==> config.mk <==
export PLATFORM = sky130hd
export DESIGN_NAME = pipe_hazard_ctrl
export DESIGN_NICKNAME = d
export VERILOG_FILES = /design/src/rtl/pipe_hazard_ctrl.sv
export SDC_FILE = /design/constraint.sdc
export NUM_CORES = 1
export LEC_CHECK = 0
export CAP_MARGIN = 30
export CELL_PAD_IN_SITES_DETAIL_PLACEMENT = 0
export CELL_PAD_IN_SITES_GLOBAL_PLACEMENT = 1
export CORE_MARGIN = 10
export CORE_UTILIZATION = 23
export CTS_CLUSTER_SIZE = 28
export DETAILED_ROUTE_END_ITERATION = 6
export GPL_TIMING_DRIVEN = 1
export PLACE_DENSITY_LB_ADDON = 0.12
export SETUP_SLACK_MARGIN = 0.2
export SLEW_MARGIN = 0
export SYNTH_ARGS = -nofsm -noshare
export SYNTH_HDL_FRONTEND = slang
export SYNTH_SLANG_ARGS = --single-unit
==> constraint.sdc <==
create_clock -name clk -period 2 [get_ports clk]
set_input_delay 0.5 -clock clk [delete_from_list [all_inputs] [get_ports clk]]
set_output_delay 0.5 -clock clk [all_outputs]
set_load 0.05 [all_outputs]
==> src/rtl/pipe_hazard_ctrl.sv <==
// pipe_hazard_ctrl: hazard and stall controller for a 5-stage in-order pipeline.
// Resolves load-use hazards, taken-branch flushes and data-memory wait states.
// Control outputs are Mealy (combinational from state and inputs). Priority,
// highest first: error, memory stall, branch, load-use.
//
// Optional feature: define HAZARD_PERF_CNT_EN to build the saturating
// stall_cycles / flush_events counters. Without it both ports are tied to 0.
//
// Ports
//   clk, rst_n             clock, asynchronous active-low reset
//   id_rs1, id_rs2         source registers of the instruction in ID
//   ex_rd, ex_memread      destination and load flag of the instruction in EX
//   ex_branch_taken        taken branch resolved in EX
//   mem_req, dmem_ready    MEM-stage access request, data memory completion
//   pc_write, ifid_write   PC and IF/ID register enables
//   pipe_hold              hold of ID/EX, EX/MEM and MEM/WB
//   ifid_flush, idex_flush bubble insertion into IF/ID and ID/EX
//   mem_err                sticky data-memory timeout
//   stall_cycles           count of cycles with pc_write low
//   flush_events           count of cycles with ifid_flush high
module pipe_hazard_ctrl #(
   parameter int unsigned WAIT_MAX = 16
) (
   input  logic        clk,
   input  logic        rst_n,
   input  logic [4:0]  id_rs1,
   input  logic [4:0]  id_rs2,
   input  logic [4:0]  ex_rd,
   input  logic        ex_memread,
   input  logic        ex_branch_taken,
   input  logic        mem_req,
   input  logic        dmem_ready,
   output logic        pc_write,
   output logic        ifid_write,
   output logic        pipe_hold,
   output logic        ifid_flush,
   output logic        idex_flush,
   output logic        mem_err,
   output logic [15:0] stall_cycles,
   output logic [15:0] flush_events
);

   localparam int unsigned CNT_W = 8;

   typedef enum logic [1:0] {
      ST_RUN  = 2'd0,
      ST_WAIT = 2'd1,
      ST_ERR  = 2'd2
   } state_t;

   state_t             state, state_nxt;
   logic [CNT_W-1:0]   wait_cnt, wait_cnt_nxt;
   logic               branch_pend, branch_pend_nxt;
   logic               lu, ms;

   // Hazard conditions
   assign lu = ex_memread & (ex_rd != 5'd0) & ((ex_rd == id_rs1) | (ex_rd == id_rs2));
   assign ms = mem_req & ~dmem_ready;

   // State, wait counter and pending-branch registers
   always_ff @(posedge clk or negedge rst_n) begin
      if (!rst_n) begin
         state       <= ST_RUN;
         wait_cnt    <= '0;
         branch_pend <= 1'b0;
      end else begin
         state       <= state_nxt;
         wait_cnt    <= wait_cnt_nxt;
         branch_pend <= branch_pend_nxt;
      end
   end

   // Next state and Mealy control outputs
   always_comb begin
      state_nxt       = state;
      wait_cnt_nxt    = wait_cnt;
      branch_pend_nxt = branch_pend;
      pc_write        = 1'b1;
      ifid_write      = 1'b1;
      pipe_hold       = 1'b0;
      ifid_flush      = 1'b0;
      idex_flush      = 1'b0;
      mem_err         = 1'b0;
      case (state)
         ST_ERR: begin
            pc_write   = 1'b0;
            ifid_write = 1'b0;
            pipe_hold  = 1'b1;
            mem_err    = 1'b1;
         end
         default: begin
            if (ms) begin
               pc_write        = 1'b0;
               ifid_write      = 1'b0;
               pipe_hold       = 1'b1;
               // A branch resolved while frozen is remembered and flushed on release
               branch_pend_nxt = branch_pend | ex_branch_taken;
               if (state == ST_RUN) begin
                  // First stalled cycle already counts as wait cycle 1
                  state_nxt    = ST_WAIT;
                  wait_cnt_nxt = CNT_W'(1);
               end else if (wait_cnt == CNT_W'(WAIT_MAX - 1)) begin
                  state_nxt    = ST_ERR;
               end else begin
                  wait_cnt_nxt = wait_cnt + CNT_W'(1);
               end
            end else begin
               // Ready (or request gone) wins over a timeout in the same cycle
               state_nxt       = ST_RUN;
               wait_cnt_nxt    = '0;
               branch_pend_nxt = 1'b0;
               if (ex_branch_taken | branch_pend) begin
                  ifid_flush = 1'b1;
                  idex_flush = 1'b1;
               end else if (lu) begin
                  pc_write   = 1'b0;
                  ifid_write = 1'b0;
                  idex_flush = 1'b1;
               end
            end
         end
      endcase
   end

`ifdef HAZARD_PERF_CNT_EN
   // Saturating performance counters
   always_ff @(posedge clk or negedge rst_n) begin
      if (!rst_n) begin
         stall_cycles <= '0;
         flush_events <= '0;
      end else begin
         if (!pc_write && (stall_cycles != 16'hFFFF))
            stall_cycles <= stall_cycles + 16'd1;
         if (ifid_flush && (flush_events != 16'hFFFF))
            flush_events <= flush_events + 16'd1;
      end
   end
`else
   assign stall_cycles = '0;
   assign flush_events = '0;
`endif

endmodule
### Word-level counts from Yosys, hierarchy flattened

Index checks and enable logic that the tools add are counted.

| word-level totals | value |
|---|---|
| register bits after elaboration | 11 |
| output and inout bits | 38 |

| cells by class | value |
|---|---|
| $add $sub $neg | 1 |
| eq/ne operators | 6 |
| mux-type cells | 21 |
| bitwise logic cells | 7 |
| reduce and logical (&&, ||, !) cells | 4 |

Operators with widths:

| kind | count |
|---|---|
| 2-to-1 mux 8 bit | 3 |
| 2-to-1 mux 1 bit | 15 |
| == test 5 bit | 2 |
| adder 8 x 1 -> 8 bit (second input constant) | 1 |
| == test 8 x 4 -> 1 bit (second input constant) | 1 |
| 2-to-1 mux 2 bit | 3 |
| nonzero test 5 bit | 1 |
| AND reduction 2 bit | 2 |
| bitwise AND 1 bit | 3 |
| != test 3 x 1 -> 1 bit (second input constant) | 1 |
| != test 3 bit (second input constant) | 1 |
| == test 2 bit (second input constant) | 1 |
| zero test 2 bit | 1 |
| NOT 1 bit | 2 |
| bitwise OR 1 bit | 2 |

### Depth between registers and ports, before layout

Gate-level depths: netlist of the first run.

| logic depth | value |
|---|---|
| depth in word-level cells | 7 |
| gate-level depth with buffers | 6 |
| depth with buffers taken out | 6 |

### Worst setup path before layout of the first run

No wires, ideal clock.

| timing path | value |
|---|---|
| path kind | input to output |
| start | in ex_rd[1] |
| end | out pc_write |
| data arrival time | 2.416 ns |
| data required time | 1.500 ns |
| slack | -0.916 ns |
| cell stages on the path | 4 |
| buffers on the path | 1 |
| path through | or4_1 o21a_1 a31oi_1 buf_4 |

| between the ends | value |
|---|---|
| longest elaborated chain between the ends | 7 |
| elaborated cells on any way between the ends | 10 |
| classes of those cells | eq/ne (2); mux (4); bitwise (3); reduce/logical (1) |

Ends and longest elaborated chain:

| item | RTL line | source |
|---|---|---|
| start: declaration | 28 | `input logic [4:0] ex_rd,` |
| == test 5 bit or nonzero test 5 bit (tied branches) | 57 | `assign lu = ex_memread & (ex_rd != 5'd0) & ((ex_rd == id_rs1) \| (ex_rd == id_rs2));` |
| bitwise OR 1 bit or bitwise AND 1 bit (tied branches) | 57 |  |
| bitwise AND 1 bit * | 57 |  |
| 2-to-1 mux 1 bit * (4 in series) | - |  |
| end: declaration | 33 | `output logic pc_write,` |

Mark *: on every way between the ends. The rest lies on a longest branch, timed or not.

### Final worst setup path of the first run

| timing path | value |
|---|---|
| start | in ex_rd[1] |
| end | out pc_write |

| between the ends | value |
|---|---|
| longest elaborated chain between the ends | 7 |
| elaborated cells on any way between the ends | 10 |
| classes of those cells | eq/ne (2); mux (4); bitwise (3); reduce/logical (1) |

Ends and longest elaborated chain:

| item | RTL line | source |
|---|---|---|
| == test 5 bit or nonzero test 5 bit (tied branches) | 57 |  |
| bitwise OR 1 bit or bitwise AND 1 bit (tied branches) | 57 |  |
| bitwise AND 1 bit * | 57 |  |
| 2-to-1 mux 1 bit * | 115 | `end else if (lu) begin` |
| 2-to-1 mux 1 bit * | 112 | `if (ex_branch_taken \| branch_pend) begin` |
| 2-to-1 mux 1 bit * | 92 | `if (ms) begin` |
| 2-to-1 mux 1 bit * | 84 | `case (state)` |

Marked as above.

==> impl_metrics.env, run 1 <==
export IMPL_violations="setup timing"
export IMPL_crit_buf_inv=2
export IMPL_clockBufferDepth=2
export IMPL_cp_end_kind="output port"
export IMPL_peakVddDrop_mv=0.170
export IMPL_placed_area_mm2=0.00136
export IMPL_startpoint_type="input pin"
export IMPL_worstSkewPairLatency_ps=230
export IMPL_rows=23
export IMPL_drv_slew=0
export IMPL_final_net_count=184
export IMPL_intPower_mw=0.471
export IMPL_cts_tree="done"
export IMPL_max_stage_delay_ps=530
export IMPL_setup_viol=3
export IMPL_synth_cell_types=35
export IMPL_syn_mean_instance_area_um2=8.48
export IMPL_ios=59
export IMPL_yosysSeqAreaShare=0.275
export IMPL_ctsHtreeMaxLevel=1
export IMPL_r2r_slack_ps=430
export IMPL_antenna_left=0
export IMPL_dpl_hpwl_um=2260
export IMPL_coreArea_mm2=0.00412
export IMPL_fp_dieH_um=86.0
export IMPL_yosysTopAreaCell="dfrtp_1"
export IMPL_synthCells=118
export IMPL_cap_viol_max_count=0
export IMPL_clockRootBuffer="clkbuf_8"
export IMPL_ys_flop_type="dfrtp_1"
export IMPL_cts_sinks=11
export IMPL_wl_um=2600
export IMPL_path_clk_slew_ps=50
export IMPL_p_comb_frac=0.416
export IMPL_overflow=0
export IMPL_gp_congestion=0.701
export IMPL_final_hold_violation_count=0
export IMPL_die_w_um=86.0
export IMPL_slowest_stage="or4_4"
export IMPL_numCtsBuffers=3
export IMPL_place_ws_ps=-690
export IMPL_vias=827
export IMPL_max_freq_mhz=447
export IMPL_min_path_type="flop to flop"
export IMPL_critPathArrivalTime_ps=1740
export IMPL_holdBufCountCts=0
export IMPL_synthesis_area_mm2=0.00100
export IMPL_net_switching_power_mw=0.305
export IMPL_skew_ps=2.65
export IMPL_ys_top_cells_by_area="dfrtp_1 28%, buf_4 25%, xnor2_1 10%"
export IMPL_post_drt_wl_per_cell_um=12.3
export IMPL_design_area_mm2=0.00146
export IMPL_switching_share=0.393
export IMPL_grt_usage=0.0710
export IMPL_status="finished, violations left"
export IMPL_initial_utilization=0.243
export IMPL_synth_most_common_cell="buf_4"
export IMPL_portBuffers=26
export IMPL_finalCriticalPeriod_ps=2240
export IMPL_async_reset_ff_frac=1.00
export IMPL_synth_top_area_share=0.275
export IMPL_drc_errors=0
export IMPL_grt_max_degree=12
export IMPL_path_class="input pin to output port"
export IMPL_first_pass_iters=4
export IMPL_ys_ff_latch=11
export IMPL_first_global_vias=971
export IMPL_crit_fanout=2
export IMPL_diodes=0
export IMPL_fillerInstances=434
export IMPL_drive_gt1_frac=0.286
export IMPL_leakage_nw=0.655
export IMPL_yosys_warnings=0
export IMPL_fin_crit_sh=1.12
export IMPL_via_per_inst=3.92
export IMPL_crit_required_ps=1500
export IMPL_cp_cell_sequence="buf_8 -> or4_4 -> o21a_4 -> a31oi_4 -> buf_12"
export IMPL_cp_top_family="simple AND/OR/NAND/NOR gates"
export IMPL_p_seq_frac=0.297
export IMPL_ys_top_cells_by_count="33 x buf_4, 12 x xnor2_1, 11 x dfrtp_1"
export IMPL_areaGrowthSynthToFinish_pct=45.5
export IMPL_powerDensity_mw_per_mm2=532
export IMPL_grt_antenna_before_repair=0
export IMPL_grt_pass1_wl_um=4370
export IMPL_synth_edf_count=0
export IMPL_drtIter0Drc=18
export IMPL_worst_slack_ps=-238
export IMPL_dieArea_mm2=0.00739
export IMPL_relSlewSlack=0.660
export IMPL_rsz0062_at_grt="yes"
export IMPL_max_slew_worst_pin_slew_ps=508
export IMPL_power_frac_clock=0.286
## through the flow
stage	power (mW)	setup TNS [ps]	hold WS (ps)	util	cells
global route	0.812	-785	595	0.354	211
finish	0.775	-710	545	0.354	211
floorplan	0.492	-747	204	-	149
CTS	0.778	-729	549	0.352	211
global placement	0.545	-2410	480	0.330	205
detailed placement	0.546	-2430	490	0.330	205
## metal layers
| layer | track usage | share of wire | vias up |
|---|---|---|---|
| met5 | 0 | 0 | - |
| li1 | - | - | 421 |
| met4 | 0.0180 | 0.0046 | 0 |
| met2 | 0.128 | 0.50 | 32 |
| met1 | 0.0632 | 0.36 | 372 |
| met3 | 0.0473 | 0.14 | 2 |
## final timing paths
path,start,endpoint,depth (start not counted)
min,wait_cnt[1],wait_cnt[1],2
max,ex_rd[1],pc_write,5
min reg2reg,wait_cnt[1],wait_cnt[1],2
max reg2reg,wait_cnt[5],wait_cnt[1],4
max in group asynchronous,rst_n,wait_cnt[7],1
min in group asynchronous,rst_n,wait_cnt[3],1
## power groups by stage
stage          combinational, mW  sequential [mW]  clock (mW)
2_1_floorplan              0.258            0.234           0
3_3_place_gp               0.312            0.234           0
3_5_place_dp               0.312            0.234           0
4_1_cts                    0.321            0.230       0.227
5_1_grt                    0.342            0.231       0.239
6_report                   0.323            0.231       0.222
## logic make-up (layout without fill, tap and decap cells)
| family | count (synthesis) | after routing | share of synthesized area |
|---|---|---|---|
| buffers and inverters | 35 | 47 | 0.255 |
| AND/OR/NAND/NOR | 33 | 33 | 0.185 |
| AO/OA/AOI/OAI | 22 | 22 | 0.136 |
| XOR/XNOR | 14 | 14 | 0.123 |
| flip-flops | 11 | 11 | 0.275 |
| adder cells (fa/ha/maj) | 1 | 1 | 0.0125 |
| other | 1 | 32 | 0.00375 |
| multiplexers | 1 | 1 | 0.0100 |
## layout by cell type, fill, tap and decap left out, drive strengths merged, types with 2 or more instances in the layout
cell / count
conb: 32
buf: 26
xnor2: 12
dlygate4sd2: 12
dfrtp: 11
a21oi: 9
nor2: 9
nand2: 7
o21ai: 5
nand3: 4
clkbuf: 4
nand2b: 3
or4: 2
xor2: 2
a211oi: 2
or3: 2
clkdlybuf4s50: 2
inv: 2
o22ai: 2
## layout make-up
| class | count | area (µm²) | area share |
|---|---|---|---|
| clock buffer | 4 | 45.0 | 0.0309 |
| inverter | 2 | 10.0 | 0.00687 |
| multi-input combinational | 103 | 649 | 0.446 |
| sequential | 11 | 275 | 0.189 |
| tap | 50 | 62.6 | 0.0430 |
| timing repair buffer | 41 | 414 | 0.284 |
## state kept, by name, summed over array words and instances (netlist names)
register and flops:
branch_pend 1, wait_cnt 8, state 2
## worst min-delay path, cell delays in order (launching register included)
cell and delay, ps:
dfrtp_1 380, nand2_1 60, o21ai_1 60
## what timing repair did
item / in CTS / in global routing
resized for setup: 47 / 3
pin swaps: 18 / 0
endpoints found under the setup margin: 5 / 5
cloned: 0 / 0
endpoints found under the hold margin: 0 / 0
buffers inserted: 2 / 0
Note: power is estimated with default switching activity, not from simulation.
==> inputs of run 2 (changes only) <==
- CAP_MARGIN: 30 -> not set
- CORE_MARGIN: 10 -> 4
==> run 2 against run 1 <==
Net effect:
- the run still ends with setup timing left
- critical path depth did not move
- global-route usage rose by 2.2 points
- routed wire length fell by 11%
- clock power barely moved
- die area fell by 26%
- count of clock-buffer cells in the layout fell by 1
- sequential power barely moved
- power rose by 0.64%
- first-iteration DRC count rose by 28%
- flip-flop and latch count did not move
==> impl_metrics.env, run 2 (synthesis gave the netlist of run 1 again) <==
export IMPL_layout_common_cells="32 x conb_1, 12 x dlygate4sd2_1, 11 x dfrtp_1, 11 x buf_4"
export IMPL_status="finished, violations left"
export IMPL_multi_input_area_um2=654
export IMPL_holdBufCountCts=0
export IMPL_antenna_left=0
export IMPL_final_hold_violation_count=0
export IMPL_cts_sinks=11
export IMPL_ctsHtreeMaxLevel=1
export IMPL_clockBufferDepth=2
export IMPL_p_total_mw=0.780
export IMPL_r2r_start="wait_cnt[5]"
export IMPL_placed_area_mm2=0.00136
export IMPL_drtIter0Drc=23
export IMPL_startpoint_type="input pin"
export IMPL_design_area_mm2=0.00149
export IMPL_coreArea_mm2=0.00412
export IMPL_overflow=0
export IMPL_drv_slew=0
export IMPL_skew_ps=10.5
export IMPL_grt_max_degree=12
export IMPL_worstRegToRegCells=4
export IMPL_max_slew_worst_pin_slew_ps=513
export IMPL_seq_area_um2=275
export IMPL_violations="setup timing"
export IMPL_reg_top3="wait_cnt (8), state (2), branch_pend (1)"
export IMPL_gp_congestion=0.710
export IMPL_layout_commonest_cell="conb_1"
export IMPL_initial_utilization=0.243
export IMPL_ios=59
export IMPL_critPathArrivalTime_ps=1740
export IMPL_place_ws_ps=-689
export IMPL_fillerInstances=444
export IMPL_worst_slack_ps=-236
export IMPL_via_per_inst=3.97
export IMPL_leakage_nw=0.679
export IMPL_worstHoldPathCells=2
export IMPL_path_class="input pin to output port"
export IMPL_wl_met3_um=217
export IMPL_die_w_um=74.0
export IMPL_powerDensity_mw_per_mm2=523
export IMPL_finalCriticalPeriod_ps=2240
export IMPL_min_path_type="flop to flop"
export IMPL_grt_antenna_before_repair=0
export IMPL_r2r_slack_ps=430
export IMPL_wl_met1_um=888
export IMPL_final_net_count=185
export IMPL_slowest_stage="or4_4"
export IMPL_clockRootBuffer="clkbuf_8"
export IMPL_cap_viol_max_count=0
export IMPL_max_freq_mhz=447
export IMPL_min_to="branch_pend"
export IMPL_drive_gt1_frac=0.309
export IMPL_post_drt_wl_per_cell_um=10.9
export IMPL_dpl_cell_count=205
export IMPL_first_pass_iters=3
export IMPL_cts_tree="done"
export IMPL_first_global_vias=938
export IMPL_dr_max_layer_used="met4"
export IMPL_worstSkewPairLatency_ps=240
export IMPL_diodes=0
export IMPL_setup_viol=3
export IMPL_relSlewSlack=0.657
export IMPL_instances_no_fill=212
export IMPL_crit_fanout=2
export IMPL_path_clk_slew_ps=60
export IMPL_portBuffers=26
export IMPL_rsz0062_at_grt="yes"
export IMPL_cp_cell_sequence="buf_6 -> or4_4 -> o21a_4 -> a31oi_4 -> buf_12"
export IMPL_max_stage_delay_ps=520
export IMPL_grt_pass1_wl_um=3990
export IMPL_crit_required_ps=1500
export IMPL_wl_um=2300
export IMPL_hold_path_startpoint="branch_pend"
export IMPL_fp_dieH_um=74.0
export IMPL_drc_errors=0
export IMPL_largest_reg_flops=8
export IMPL_vias=842
export IMPL_areaGrowthSynthToFinish_pct=49.0
export IMPL_regMostFlops="wait_cnt"
export IMPL_r2r_end="wait_cnt[1]"
export IMPL_tns_ps=-672
export IMPL_grt_usage=0.0928
export IMPL_dpl_hpwl_um=1950
export IMPL_dr_wl_met2_um=1180
export IMPL_dieArea_mm2=0.00547
export IMPL_peakVddDrop_mv=0.234
export IMPL_cp_end_kind="output port"
export IMPL_rows=23
export IMPL_numCtsBuffers=3
export IMPL_fin_crit_sh=1.12
[run 2: cell types whose count changed in the layout (fill, tap and decap cells not counted), sizes merged]
cell           before  now
buf                26   27
clkdlybuf4s15       1    0
clkinv              0    1
[run 2: critical path: cells and delay by family]
family,cells,cell delay [ps]
buffers and inverters,2,260
and+or+nand+nor,1,520
AOI/OAI and AO/OA,2,450
[run 2: routing by layer]
metal  up-vias  GRT usage
met3         2     0.0284
met1       375      0.103
met5         -          0
li1        426          -
met2        39      0.171
met4         0     0.0241
[run 2: stage by stage]
step           hold slack [ps]  utilization
2_1_floorplan              204            -
3_3_place_gp               481        0.330
3_5_place_dp               486        0.330
4_1_cts                    520        0.351
5_1_grt                    577        0.362
6_report                   518        0.362
[run 2: cell type report]
type / count / area share
Multi-Input combinational cell: 103 / 0.439
Timing Repair Buffer: 42 / 0.295
Sequential cell: 11 / 0.185
Tap cell: 50 / 0.0419
Clock buffer: 3 / 0.0277
Inverter: 2 / 0.00839
Clock inverter: 1 / 0.00336
[run 2: report_power, final]
part / leakage, nW / internal, mW / switching, mW / total (mW)
sequential: 0.151 / 0.227 / 0.00344 / 0.230
combinational: 0.502 / 0.109 / 0.219 / 0.328
clock: 0.0255 / 0.137 / 0.0857 / 0.222
total: 0.679 / 0.473 / 0.308 / 0.780
[run 2: worst max path at each step]
stage,from,cells past startpoint,endpoint
6_report,ex_rd[3],5,pc_write
5_1_grt,ex_rd[0],7,pc_write
4_1_cts,ex_rd[1],5,pc_write
3_5_place_dp,ex_rd[1],5,idex_flush
3_3_place_gp,ex_rd[1],5,idex_flush
2_1_floorplan,ex_rd[1],4,pc_write
[run 2: what timing repair did]
| item | CTS | global route |
|---|---|---|
| gates resized for setup | 46 | 11 |
| pin swaps | 17 | 6 |
| endpoints found under the setup margin | 5 | 5 |
| setup buffers | 3 | 0 |
